### src/rtl/vga_sync_pkg.sv
// Shared VGA 640x480@60 timing constants and small decode helpers.
// Everything here is the default mode; vga_sync re-derives totals from its own parameters.
package vga_sync_pkg;

  localparam int unsigned CNT_W     = 10;
  localparam int unsigned PIXEL_DIV = 4;

  localparam int unsigned H_DISP    = 640;
  localparam int unsigned H_FRONT   = 16;
  localparam int unsigned H_RETRACE = 96;
  localparam int unsigned H_BACK    = 48;

  localparam int unsigned V_DISP    = 480;
  localparam int unsigned V_FRONT   = 10;
  localparam int unsigned V_RETRACE = 2;
  localparam int unsigned V_BACK    = 33;

  localparam int unsigned H_TOTAL      = H_DISP + H_FRONT + H_RETRACE + H_BACK;
  localparam int unsigned V_TOTAL      = V_DISP + V_FRONT + V_RETRACE + V_BACK;
  localparam int unsigned H_SYNC_START = H_DISP + H_FRONT;
  localparam int unsigned H_SYNC_END   = H_SYNC_START + H_RETRACE - 1;
  localparam int unsigned V_SYNC_START = V_DISP + V_FRONT;
  localparam int unsigned V_SYNC_END   = V_SYNC_START + V_RETRACE - 1;

  // Inclusive window test used for the active-low sync decodes.
  function automatic logic in_window(input int unsigned v, input int unsigned lo,
                                     input int unsigned hi);
    return (v >= lo) && (v <= hi);
  endfunction

endpackage

### src/rtl/vga_mod_counter.sv
// Modulo-N counter with enable and synchronous reset; wrap flags the enabled
// cycle on which the count returns to zero.
module vga_mod_counter #(
  parameter int unsigned N = 4,
  parameter int unsigned W = (N > 1) ? $clog2(N) : 1
) (
  input  logic         clk,
  input  logic         reset,
  input  logic         en,
  output logic [W-1:0] count,
  output logic         wrap
);

  localparam logic [W-1:0] LAST = W'(N - 1);

  logic [W-1:0] count_next;

  always_comb begin
    wrap       = en && (count == LAST);
    count_next = count;
    if (en) begin
      count_next = (count == LAST) ? '0 : count + W'(1);
    end
  end

  always_ff @(posedge clk) begin
    if (reset) begin
      count <= '0;
    end else begin
      count <= count_next;
    end
  end

endmodule

### src/rtl/vga_sync.sv
// VGA sync generator: pixel-rate divider, horizontal/vertical scan counters,
// registered active-low syncs and a combinational visible-area flag.
module vga_sync
  import vga_sync_pkg::*;
#(
  parameter int unsigned HD       = H_DISP,
  parameter int unsigned HF       = H_FRONT,
  parameter int unsigned HR       = H_RETRACE,
  parameter int unsigned HB       = H_BACK,
  parameter int unsigned VD       = V_DISP,
  parameter int unsigned VF       = V_FRONT,
  parameter int unsigned VR       = V_RETRACE,
  parameter int unsigned VB       = V_BACK,
  parameter int unsigned TICK_DIV = PIXEL_DIV
) (
  input  logic             clk,
  input  logic             reset,
  output logic             hsync,
  output logic             vsync,
  output logic             video_on,
  output logic             utick,
  output logic [CNT_W-1:0] pixel_x,
  output logic [CNT_W-1:0] pixel_y
);

  localparam int unsigned H_TOT = HD + HF + HR + HB;
  localparam int unsigned V_TOT = VD + VF + VR + VB;
  localparam int unsigned HS_LO = HD + HF;
  localparam int unsigned HS_HI = HD + HF + HR - 1;
  localparam int unsigned VS_LO = VD + VF;
  localparam int unsigned VS_HI = VD + VF + VR - 1;
  localparam int unsigned DIV_W = (TICK_DIV > 1) ? $clog2(TICK_DIV) : 1;

  localparam logic [DIV_W-1:0] DIV_LAST = DIV_W'(TICK_DIV - 1);
  localparam logic [CNT_W-1:0] HD_L     = CNT_W'(HD);
  localparam logic [CNT_W-1:0] VD_L     = CNT_W'(VD);

  logic [DIV_W-1:0] div_count;
  logic             div_wrap_unused;
  logic             h_wrap;
  logic             v_wrap_unused;
  logic [CNT_W-1:0] x_next;
  logic [CNT_W-1:0] y_next;

  vga_mod_counter #(.N(TICK_DIV), .W(DIV_W)) u_div (
    .clk   (clk),
    .reset (reset),
    .en    (1'b1),
    .count (div_count),
    .wrap  (div_wrap_unused)
  );

  vga_mod_counter #(.N(H_TOT), .W(CNT_W)) u_hcnt (
    .clk   (clk),
    .reset (reset),
    .en    (utick),
    .count (pixel_x),
    .wrap  (h_wrap)
  );

  vga_mod_counter #(.N(V_TOT), .W(CNT_W)) u_vcnt (
    .clk   (clk),
    .reset (reset),
    .en    (h_wrap),
    .count (pixel_y),
    .wrap  (v_wrap_unused)
  );

  assign utick    = (div_count == DIV_LAST);
  assign video_on = (pixel_x < HD_L) && (pixel_y < VD_L);

  // Mirror the counters' next state so the sync flops switch on the same edge
  // as pixel_x/pixel_y instead of one pixel late.
  always_comb begin
    x_next = pixel_x;
    y_next = pixel_y;
    if (utick) begin
      x_next = h_wrap ? '0 : pixel_x + CNT_W'(1);
    end
    if (h_wrap) begin
      y_next = (pixel_y == CNT_W'(V_TOT - 1)) ? '0 : pixel_y + CNT_W'(1);
    end
  end

  always_ff @(posedge clk) begin
    if (reset) begin
      hsync <= 1'b1;
      vsync <= 1'b1;
    end else begin
      hsync <= !in_window(32'(x_next), HS_LO, HS_HI);
      vsync <= !in_window(32'(y_next), VS_LO, VS_HI);
    end
  end

endmodule

### config.mk
export PLATFORM = sky130hd
export DESIGN_NAME = vga_sync
export DESIGN_NICKNAME = d
export VERILOG_FILES = /design/src/rtl/vga_sync_pkg.sv /design/src/rtl/vga_mod_counter.sv /design/src/rtl/vga_sync.sv
export SDC_FILE = /design/constraint.sdc
export NUM_CORES = 1
export LEC_CHECK = 0
export ABC_AREA = 1
export ABC_CLOCK_PERIOD_IN_PS = 1600
export CAP_MARGIN = 20
export CORE_ASPECT_RATIO = 1.5
export CORE_UTILIZATION = 41
export CTS_BUF_LIST = sky130_fd_sc_hd__clkbuf_4
export CTS_CLUSTER_SIZE = 14
export DETAILED_ROUTE_END_ITERATION = 6
export MAX_ROUTING_LAYER = met4
export PLACE_DENSITY = 0.68
export SLEW_MARGIN = 20
export SYNTH_ARGS = -nofsm -noshare
export SYNTH_HDL_FRONTEND = slang
export SYNTH_SLANG_ARGS = --single-unit
### constraint.sdc
create_clock -name clk -period 1.6 [get_ports clk]
set_input_delay 0.32 -clock clk [delete_from_list [all_inputs] [get_ports clk]]
set_output_delay 0.32 -clock clk [all_outputs]
set_load 0.03 [all_outputs]
==> out/metrics.cfg <==
[cells_and_area]
drive_gt1_share_pct = 36.53
stdcell_area_um2 = 2108
fillCellCount = 276
antenna_cells = 0
syn_to_final_growth_pct = 56.45
final_nets = 278
final_util_pct = 67.40
fin_cells = 311

[synth]
synth_compound_area_share_pct = 6.964
synth.avg_cell_area_um2 = 6.671
synth-xor-area-share_pct = 1.950
ys.flop_type = dfxtp_1
synthArstFlopShare_pct = 0
syn_nets = 208
synth-seq-area-share_pct = 35.65
synth_top_family_by_area = simple AND/OR/NAND/NOR gates
yosysTopAreaCell = dfxtp_1
synth.area.mux_share_pct = 0
yosysTopAreaCellShare_pct = 35.65
synth_adder_area_share_pct = 3.714
synth_most_common_cell = nand2_1
synth_simple_gate_area_share_pct = 42.25
yosysWarnings = 0
netlist_top_cells_area = dfxtp_1 (36%), nand2_1 (13%), nor2_1 (11%), inv_1 (7.5%), nand3_1 (6.7%)
synth_cell_types = 25
syn_area_um2 = 1348
synth_edf_count = 0
synth_common_cells = nand2_1 (45), nor2_1 (39), inv_1 (27)
synth-seq-cells = 24
synthCells = 202

[pwr]
power_frac_clock_pct = 29.6
switching_share_pct = 23.80
peakVddDrop_uv = 399.9
seqPwrFrac_pct = 61.5
p_int_mw = 0.7628
leakage_nw = 1.012
p_switching_mw = 0.2383
combPwrFrac_pct = 8.9
finalPower_mw = 1.001
power.density_nw_per_um2 = 474.9

[timing]
setup_slack_ns = -0.08008
skew_ns = 0.009653
fmax_ghz = 0.5952
setup_viol = 2
relSlewSlack_pct = 79.73
final.min_clock_period_ns = 1.680
tightestPinTransition_ns = 0.3052
period_share_pct = 105.0
rsz0062_at_grt = yes
hold_violations = 0
maxSlewViolCount = 0

[setup_path]
r2r_slack_ns = -0.05
start_kind = flop
cp_max_fo = 3
endpoint = video_on
cp-end-kind = primary output
critPathKind = reg -> out
worstRegToRegCells = 11
rr_startpoint = u_hcnt.count[1]$_SDFFE_PP0N_
crit_start = u_hcnt.count[9]$_SDFFE_PP0N_
timing.rr.end = vsync$_SDFF_PP1_
worstPathRequired_ns = 1.28
arrival_ns = 1.36

[die]
ioPinCount = 26
die_area_um2 = 3525
dieHeight_um = 72.22
start_util_pct = 43.08
core_area_um2 = 3128
die_x_um = 48.81
core.rowCount = 25

[cts]
cts_num_sinks = 24
clk_latency_ns = 0.31
cts_buffers = 3
cts_max_level = 1
cts_buffer_depth = 2
clock-root-buffer = clkbuf_4
tritoncts = built
clk_pin_slew_ns = 0.14

[drt]
ant_nets = 0
routedWlPerCell_um = 11.94
dr.max_layer_used = met4
wl_um = 3714
routed-via-count = 1509
wl_met2_um = 2035
first_iter_violations = 26
wl_met1_um = 1430
routed_via_density = 4.852
drc_errors = 0
route.met3.wl_um = 91
drtPass1Iterations = 4

[global_routing]
overflow = 0
grt_use_total_pct = 23.13
grt_pass1_wl_um = 6182
grt_max_degree = 15
grt_pass1_vias = 1516
antenna_found_initial = 0

[status]
violations = setup timing
outcome = finished, violations left

[placed_design]
io_buffers = 25
dpl.hpwl_um = 2806
routabilityCongestion = 0.9254
dpl_cell_area_um2 = 1959
placedCellCount = 301

[hold_path]
worstHoldPathType = reg -> reg

[job]
cap_violations = 0

-- state kept, by name, summed over array words and instances, names as in the netlist --
register,flops
u_hcnt.count,10
u_div.count,2
u_vcnt.count,10
hsync,1
vsync,1
-- layout by cell type (no fill, tap or decap) --
master,count
buf_4,39
nand2_1,38
nor2_1,33
inv_1,24
dlygate4sd2_1,18
nand3_1,16
dfxtp_1,13
nand2_2,9
dfxtp_2,8
a21oi_1,7
nor2_2,6
inv_2,5
nor2_4,5
buf_6,5
nand4_1,4
clkbuf_4,4
clkdlybuf4s15_1,3
dfxtp_4,3
nor3_4,2
nand2_4,2
nand3_2,2
o21ai_1,2
nand3b_1,2
a211oi_1,2
nor3_1,2
xnor2_1,2
ha_4,2
ha_1,2
clkbuf_2,2
a2111oi_4,1
a211oi_2,1
o21bai_1,1
nor3_2,1
o21ai_0,1
or2_2,1
xor2_1,1
o21ai_2,1
clkdlybuf4s50_1,1
-- what timing repair did --
action                                  in CTS  in global routing
pin swaps                                   10                  8
endpoints found under the setup margin      27                 15
buffers inserted                             2                  4
hold buffers                                 0                  0
gates resized for setup                     35                 35
hold endpoints to repair                     0                  0
-- power groups by stage --
stage	combinational, mW	sequential [mW]	clock, mW
after floorplan	0.0414	0.638	0
after global placement	0.0865	0.629	0
after detailed placement	0.0883	0.630	0
after CTS	0.0849	0.617	0.302
after global routing	0.0984	0.618	0.328
final	0.0890	0.616	0.296
-- critical path: stages (launching register included) --
cell	delay, ns
dfxtp_4	0.37
buf_6	0.12
a2111oi_4	0.35
buf_4	0.22
-- how the worst min path moves through the flow --
stage                                         start                         to  slack (ns)  depth (start not counted)
after global routing      u_div.count[0]$_SDFF_PP0_  u_div.count[0]$_SDFF_PP0_        0.47                          1
after detailed placement  u_div.count[0]$_SDFF_PP0_  u_div.count[0]$_SDFF_PP0_        0.45                          1
after floorplan           u_div.count[0]$_SDFF_PP0_  u_div.count[0]$_SDFF_PP0_        0.43                          1
after CTS                 u_div.count[0]$_SDFF_PP0_  u_div.count[0]$_SDFF_PP0_        0.44                          1
final                     u_div.count[0]$_SDFF_PP0_  u_div.count[0]$_SDFF_PP0_        0.43                          1
after global placement    u_div.count[0]$_SDFF_PP0_  u_div.count[0]$_SDFF_PP0_        0.45                          1
-- layout make-up --
type	instances	area [um2]	share of cell area [%]
inverter	29	108.9	5.163
timing repair buffer	68	556.8	26.41
clock buffer	4	30.03	1.424
tap	40	50.05	2.374
sequential	24	501.7	23.80
multi-input combinational	146	860.8	40.83
-- per-stage QoR --
step,TNS (ns),setup WS [ns],hold slack [ns]
final,-0.1257,-0.08008,0.4338
after global routing,-0.5001,-0.1342,0.4734
after CTS,-0.1303,-0.1114,0.4363
after detailed placement,-0.06906,-0.06018,0.4488
after global placement,-0.02606,-0.02606,0.4458
after floorplan,0,0.004675,0.4327
-- kinds of logic after synthesis --
group,count (synthesis)
AND/OR/NAND/NOR,123
buffers and inverters,32
flip-flops,24
AO/OA/AOI/OAI,16
adder cells (fa/ha/maj),4
XOR/XNOR,3
-- per-layer routing --
metal  up-vias  global-route usage, %
met3        16                  2.096
met1       683                  22.22
met4         0                  11.11
met2        32                  45.37
met5         -                      -
li1        778                      -
No activity file was read; power rests on OpenSTA's default activity.
